File: config.mk
export PLATFORM = sky130hd
export DESIGN_NAME = mini_core_fetch_flat
export DESIGN_NICKNAME = d
export VERILOG_FILES = /design/src/rtl/mini_core_fetch_if.sv /design/src/rtl/mini_core_fetch.sv /design/src/flat_wrapper.sv
export SDC_FILE = /design/constraint.sdc
export NUM_CORES = 1
export LEC_CHECK = 0
export BUFFER_PORTS_ARGS = -buffer_cell sky130_fd_sc_hd__buf_4
export CAP_MARGIN = 20
export CORE_ASPECT_RATIO = 0.9
export CORE_UTILIZATION = 59
export DETAILED_ROUTE_END_ITERATION = 8
export PLACE_DENSITY_LB_ADDON = 0.1
export SLEW_MARGIN = 20
export SYNTH_ARGS = -nofsm -noshare
export SYNTH_HDL_FRONTEND = slang
export SYNTH_SLANG_ARGS = --single-unit
File: constraint.sdc
create_clock -name Clock -period 13.7 [get_ports Clock]
set_input_delay 2.74 -clock Clock [delete_from_list [all_inputs] [get_ports Clock]]
set_output_delay 2.74 -clock Clock [all_outputs]
set_load 0.05 [all_outputs]
File: src/rtl/mini_core_fetch_if.sv
// rtl/mini_core_fetch_if.sv - instruction memory request/response bus
// Purpose: groups the fetch-to-instruction-memory handshake.
// Ports:
//   IMemReq/IMemAddr   request from fetch (address word aligned)
//   IMemGnt            memory accepts the request this cycle
//   IMemRspValid/Data  in-order read response
// Modports: master = fetch stage, slave = instruction memory.
interface mini_core_fetch_if;
    logic        IMemReq;
    logic [31:0] IMemAddr;
    logic        IMemGnt;
    logic        IMemRspValid;
    logic [31:0] IMemRspData;

    modport master (
        output IMemReq,
        output IMemAddr,
        input  IMemGnt,
        input  IMemRspValid,
        input  IMemRspData
    );

    modport slave (
        input  IMemReq,
        input  IMemAddr,
        output IMemGnt,
        output IMemRspValid,
        output IMemRspData
    );
endinterface

File: src/rtl/mini_core_fetch.sv
// rtl/mini_core_fetch.sv - Q100H instruction fetch stage with fetch queue
// Purpose: owns the PC, issues in-order instruction reads, buffers returned
// words in a small fetch queue and presents them to decode at Q101H.
// Ports:
//   Clock, Rst                 clock, asynchronous active-high reset
//   ReadyQ100H                 fetch may advance (low on freeze / load hazard)
//   ReadyQ101H                 decode consumes the Q101H instruction
//   SelNextPcAluOutQ102H       redirect request, target on AluOutQ102H
//   iMem                       instruction memory bus (master side)
//   PreInstructionQ101H        instruction to decode (NOP when empty)
//   PcQ101H                    PC of that instruction (0 when empty)
//   InstValidQ101H             Q101H holds a real fetched instruction
module mini_core_fetch #(
    parameter logic [31:0] RESET_PC = 32'h0000_0000,
    parameter int          FQ_DEPTH = 2
) (
    input  logic               Clock,
    input  logic               Rst,
    input  logic               ReadyQ100H,
    input  logic               ReadyQ101H,
    input  logic               SelNextPcAluOutQ102H,
    input  logic [31:0]        AluOutQ102H,
    mini_core_fetch_if.master  iMem,
    output logic [31:0]        PreInstructionQ101H,
    output logic [31:0]        PcQ101H,
    output logic               InstValidQ101H
);

    localparam int          CNT_W = $clog2(FQ_DEPTH + 1);
    localparam int          PTR_W = $clog2(FQ_DEPTH);
    localparam logic [31:0] NOP   = 32'h0000_0013;

    // Pointer increment that also works for non power-of-two depths.
    function automatic logic [PTR_W-1:0] nextPtr(input logic [PTR_W-1:0] p);
        return (p == PTR_W'(FQ_DEPTH - 1)) ? '0 : p + PTR_W'(1);
    endfunction

    logic [31:0]      pcQ100H;
    logic [CNT_W-1:0] outCnt;
    logic [CNT_W-1:0] dropCnt;
    logic [CNT_W-1:0] fqCount;
    logic [PTR_W-1:0] fqRdPtr;
    logic [PTR_W-1:0] fqWrPtr;
    logic [PTR_W-1:0] pfRdPtr;
    logic [PTR_W-1:0] pfWrPtr;

    logic [31:0] fqInstr [FQ_DEPTH];
    logic [31:0] fqPc    [FQ_DEPTH];
    // PCs of outstanding requests, in issue order; responses pop it.
    logic [31:0] pcFifo  [FQ_DEPTH];

    logic             redir;
    logic             pop;
    logic             rspOk;
    logic             drop;
    logic             push;
    logic             grant;
    logic             fqFull;
    logic [CNT_W:0]   creditsUsed;
    logic [31:0]      fetchAddr;

    always_comb begin
        // A redirect held across a freeze must not fire until the core moves.
        redir       = SelNextPcAluOutQ102H && ReadyQ100H;
        pop         = ReadyQ101H && (fqCount != '0) && !redir;
        // A response with nothing outstanding is ignored.
        rspOk       = iMem.IMemRspValid && (outCnt != '0);
        drop        = rspOk && (dropCnt != '0);
        push        = rspOk && (dropCnt == '0) && !redir;
        fqFull      = (fqCount == CNT_W'(FQ_DEPTH));
        fetchAddr   = {pcQ100H[31:2], 2'b00};
        // Outstanding requests plus queued words must leave room for the
        // new response, so a request is only made with a free queue slot.
        creditsUsed = {1'b0, outCnt} + {1'b0, fqCount} - {{CNT_W{1'b0}}, pop};
        iMem.IMemReq  = !Rst && ReadyQ100H && !redir
                        && (creditsUsed < (CNT_W + 1)'(FQ_DEPTH));
        iMem.IMemAddr = fetchAddr;
        grant       = iMem.IMemReq && iMem.IMemGnt;
    end

    always_ff @(posedge Clock or posedge Rst) begin
        if (Rst) begin
            pcQ100H <= RESET_PC;
            outCnt  <= '0;
            dropCnt <= '0;
            fqCount <= '0;
            fqRdPtr <= '0;
            fqWrPtr <= '0;
            pfRdPtr <= '0;
            pfWrPtr <= '0;
        end else begin
            outCnt <= outCnt + CNT_W'(grant) - CNT_W'(rspOk);
            if (grant) begin
                pfWrPtr <= nextPtr(pfWrPtr);
            end
            // The PC FIFO tracks every outstanding request, dropped or not.
            if (rspOk) begin
                pfRdPtr <= nextPtr(pfRdPtr);
            end
            if (redir) begin
                pcQ100H <= AluOutQ102H;
                fqCount <= '0;
                fqRdPtr <= '0;
                fqWrPtr <= '0;
                // Everything still in flight after this cycle is stale.
                dropCnt <= outCnt - CNT_W'(rspOk);
            end else begin
                if (grant) begin
                    pcQ100H <= pcQ100H + 32'd4;
                end
                fqCount <= fqCount + CNT_W'(push) - CNT_W'(pop);
                if (push) begin
                    fqWrPtr <= nextPtr(fqWrPtr);
                end
                if (pop) begin
                    fqRdPtr <= nextPtr(fqRdPtr);
                end
                if (drop) begin
                    dropCnt <= dropCnt - CNT_W'(1);
                end
            end
        end
    end

    // Storage arrays carry no reset; validity is tracked by the counters.
    always_ff @(posedge Clock) begin
        if (grant) begin
            pcFifo[pfWrPtr] <= fetchAddr;
        end
        if (push) begin
            fqInstr[fqWrPtr] <= iMem.IMemRspData;
            fqPc[fqWrPtr]    <= pcFifo[pfRdPtr];
        end
    end

    always_comb begin
        InstValidQ101H      = 1'b0;
        PreInstructionQ101H = NOP;
        PcQ101H             = 32'h0000_0000;
        if (fqCount != '0) begin
            InstValidQ101H      = 1'b1;
            PreInstructionQ101H = fqInstr[fqRdPtr];
            PcQ101H             = fqPc[fqRdPtr];
        end
    end

    assertNoPushWhenFull: assert property (
        @(posedge Clock) disable iff (Rst) !(push && fqFull));

    assertNoOrphanResponse: assert property (
        @(posedge Clock) disable iff (Rst) !(iMem.IMemRspValid && outCnt == '0));

endmodule

File: src/flat_wrapper.sv
// flat-port wrapper written by rule: the top's interface ports become plain ports
module mini_core_fetch_flat 
#(
    parameter logic [31:0] RESET_PC = 32'h0000_0000,
    parameter int          FQ_DEPTH = 2
)
  (Clock, Rst, ReadyQ100H, ReadyQ101H, SelNextPcAluOutQ102H, AluOutQ102H, PreInstructionQ101H, PcQ101H, InstValidQ101H, iMem_IMemReq, iMem_IMemAddr, iMem_IMemGnt, iMem_IMemRspValid, iMem_IMemRspData);
  mini_core_fetch_if iMem_i ();
  input  logic Clock;
  input  logic Rst;
  input  logic ReadyQ100H;
  input  logic ReadyQ101H;
  input  logic SelNextPcAluOutQ102H;
  input  logic [31:0] AluOutQ102H;
  output logic [31:0] PreInstructionQ101H;
  output logic [31:0] PcQ101H;
  output logic InstValidQ101H;
  output wire logic [$bits(iMem_i.IMemReq)-1:0] iMem_IMemReq;
  output wire logic [$bits(iMem_i.IMemAddr)-1:0] iMem_IMemAddr;
  input wire logic [$bits(iMem_i.IMemGnt)-1:0] iMem_IMemGnt;
  input wire logic [$bits(iMem_i.IMemRspValid)-1:0] iMem_IMemRspValid;
  input wire logic [$bits(iMem_i.IMemRspData)-1:0] iMem_IMemRspData;
  assign iMem_IMemReq = iMem_i.IMemReq;
  assign iMem_IMemAddr = iMem_i.IMemAddr;
  assign iMem_i.IMemGnt = iMem_IMemGnt;
  assign iMem_i.IMemRspValid = iMem_IMemRspValid;
  assign iMem_i.IMemRspData = iMem_IMemRspData;
  mini_core_fetch #(.RESET_PC(RESET_PC), .FQ_DEPTH(FQ_DEPTH)) u_core (.Clock(Clock), .Rst(Rst), .ReadyQ100H(ReadyQ100H), .ReadyQ101H(ReadyQ101H), .SelNextPcAluOutQ102H(SelNextPcAluOutQ102H), .AluOutQ102H(AluOutQ102H), .iMem(iMem_i), .PreInstructionQ101H(PreInstructionQ101H), .PcQ101H(PcQ101H), .InstValidQ101H(InstValidQ101H));
endmodule
==> results.md <==
* Outcome: completed
* Die Area at 16,200 um2
* Post-route setup TNS at 0 ns
* Clk sinks at 224
* Clock root buffer: clkbuf_16
* RSZ-0062 raised after global routing: no
* Vias in the first global route at 5,651
* Max-cap viol count at 0
* Post-CTS setup buffers at 0
* Vias at 5,712
* Chip width at 134 um
* CTS Hold Buffers Added at 0
* Post-synthesis sequential area ratio at 70.3%
* Nets at 886
* Area of the multi-input gates at 2610 um2
* Antenna cell count at 0
* Global route overflow at 0
* Cts bufs inserted at 23
* Arrival time worst endpoint at 5.44 ns
* Die H at 121 um
* Crit Path Max Fanout at 32
* Post-Place Cell Area at 10,700 um2
* Crit. End Element: output port
* Syn avg cell area at 14.5 um2
* DR WL/cell at 18.5 um
* Worst Path Required at 10.96 ns
* Cell taking the most area after synthesis: edfxtp_1
* Final Hold Fails at 0
* Worst Tran Pin Value at 0.873 ns
* FFs w/ async S/R, synth at 17.9%
* CTS tree: yes
* Tcrit/Tclk final at 59.7%
* DR pass1 iterations at 5
* Fill cells at 1,025
* Max Slew Vio Count at 0
* Initial Util at 60.3%
* CTS clock-pin slew for the worst setup and hold paths at 0.06 ns
* Relative slew slack at 41.8%
* Gpl congestion at 0.855
* Period minus WS final at 8.18 ns
* Register area at 6530 um2
* Gate Count Post-Synth at 642
* Main synth FF type: edfxtp_1
* Synth Warn # at 0
* Final Cell Area at 11,400 um2
* Pwr per Cell Area at 212 nW/um2
* Synth top area share at 59.5%
* Worst hold path class: flop to flop
* Kind of critical path: input port to output port
* H-tree depth at 1
* Core area at 15,400 um2
* Largest net degree at the start of global routing at 64
* IR drop worst, VDD at 0.000138 V
* Post-synth EDFFs at 184
* Post-Syn Area at 9280 um2
* GR Util All Layers at 23.6%
* Initial antenna violation count at 0
* Synth top area cells: edfxtp_1 (60%), dfrtp_1 (11%), mux2i_1 (6.8%)
* Fmax at 0.122 GHz
* Final core occ at 74.3%
* Library cells used by synthesis at 44
* Yosys reg bits at 224
* DRT Wirelength at 19,000 um
* First-pass GRT wire length at 29,400 um
* CTS Buffer Depth at 3
* Lkg Pwr at 4.39 nW
* # DRC at 0
* Row cnt at 43
* Hold_ws at 0.478 ns
* Post-cts repair resize count at 0
* Area delta synth->final at 23.2%
* Post-route ant nets at 0
* Clk_skew at 0.0122 ns
* I/O Buffers at 162
* Share of layout cells above drive strength 1 at 29.8%
* Clk Latency, worst-skew pair at 0.51 ns
* Number of vias per cell at 5.56
* Detailed placement HPWL at 12,200 um
* Worst setup SP type: input port
* Initial DRC Count at 411
* IO Pins at 169
* # setup viols final at 0
critical path, stage by stage:
cell	delay [ns]
buf_4	0.25
and2_1	0.58
buf_4	0.42
nor3_1	0.13
o21ai_0	0.23
fa_1	0.47
and3b_1	0.26
nand2_1	0.09
nor2_1	0.05
buf_4	0.20
metal layers:
metal / up-vias / wire, um / global-route usage, %
met1: 2788 / 8140 / 31.1
met2: 198 / 9320 / 39.6
met4: 0 / 405 / 7.51
met3: 37 / 1160 / 4.93
met5: - / 0 / 0
li1: 2689 / - / -
synth_stat cells, types with 2 or more instances:
| library cell | n |
|---|---|
| a21oi_1 | 8 |
| a31oi_1 | 2 |
| and2_1 | 4 |
| and3_1 | 10 |
| and4_1 | 4 |
| buf_1 | 7 |
| buf_2 | 2 |
| buf_4 | 5 |
| clkbuf_1 | 19 |
| dfrtp_1 | 40 |
| edfxtp_1 | 184 |
| ha_1 | 6 |
| inv_1 | 11 |
| mux2_2 | 30 |
| mux2i_1 | 63 |
| nand2_1 | 42 |
| nand3_1 | 12 |
| nand3_2 | 2 |
| nand4_1 | 16 |
| nor2_1 | 76 |
| nor2b_1 | 9 |
| nor3_1 | 6 |
| nor4_1 | 4 |
| nor4_4 | 2 |
| o21a_1 | 2 |
| o21ai_0 | 27 |
| o22ai_1 | 2 |
| or3_1 | 3 |
| or4_1 | 2 |
| xnor2_1 | 14 |
| xor2_1 | 15 |
final cells by class:
cell class	count	share of cell area (%)
Inverter	11	0.361
Clock buffer	26	5.22
Multi-Input combinational cell	377	22.8
Timing Repair Buffer	171	11.4
Sequential cell	224	57.1
Tap cell	202	2.21
Clock inverter	16	0.919
logic make-up (layout without fill, tap and decap cells):
logic type / count (synthesis) / count (layout) / synth area share (%)
flops: 224 / 224 / 70.3
simple gates: 197 / 197 / 10.6
mux: 93 / 93 / 10.4
compound gates: 47 / 47 / 2.84
buf+inv: 44 / 224 / 2.01
xor+xnor: 29 / 29 / 2.74
fa+ha+maj: 7 / 7 / 1.02
other cells: 1 / 4 / 0.0404
state kept, by name, indices dropped and copies added (netlist names):
signal          count
u_core.dropCnt      2
u_core.fqCount      2
u_core.fqInstr     64
u_core.fqPc        60
u_core.fqRdPtr      1
u_core.fqWrPtr      1
u_core.outCnt       2
u_core.pcFifo      60
u_core.pcQ100H     30
u_core.pfRdPtr      1
u_core.pfWrPtr      1
power by group:
group	switching, mW	leakage (nW)	internal (mW)
sequential	0.0747	2.15	0.842
combinational	0.635	1.90	0.300
clock	0.247	0.342	0.331
total	0.957	4.39	1.47
layout by cell type, fill, tap and decap left out, types with 3 or more instances in the layout:
cell type / count
o21ai_0: 27
dfrtp_1: 39
clkinv_1: 7
xor2_1: 15
nand3_1: 12
nor3_1: 4
buf_4: 170
and2_1: 3
nor4_1: 4
mux2i_1: 63
edfxtp_1: 184
conb_1: 4
nand2_1: 42
or3_1: 3
mux2_2: 30
and4_1: 4
xnor2_1: 14
nor2b_1: 9
nand4_1: 16
clkbuf_16: 23
clkinv_2: 5
ha_1: 6
and3_1: 10
inv_1: 11
a21oi_1: 8
nor2_1: 75
path summary, 6_finish.rpt:
path / from / to / slack, ns / cells past startpoint
max in group asynchronous: Rst / u_core.fqRdPtr / 10.90 / 3
worst min register to register: u_core.pfRdPtr / u_core.pfRdPtr / 0.48 / 1
worst max register to register: u_core.fqCount[0] / u_core.pcFifo[1][9] / 9.40 / 10
worst max-delay path: SelNextPcAluOutQ102H / iMem_IMemReq / 5.52 / 10
worst min-delay path: u_core.pfRdPtr / u_core.pfRdPtr / 0.48 / 1
min in group asynchronous: Rst / u_core.pcQ100H[16] / 2.39 / 3
through the flow:
stage	instances	setup WS, ns	power, mW
after CTS	1026	5.56	2.44
after detailed placement	984	5.60	1.86
after global routing	1027	5.29	2.53
after floorplan	645	5.61	1.58
final	1027	5.52	2.43
after global placement	984	5.60	1.84
Note: power is estimated with default switching activity, not from simulation.
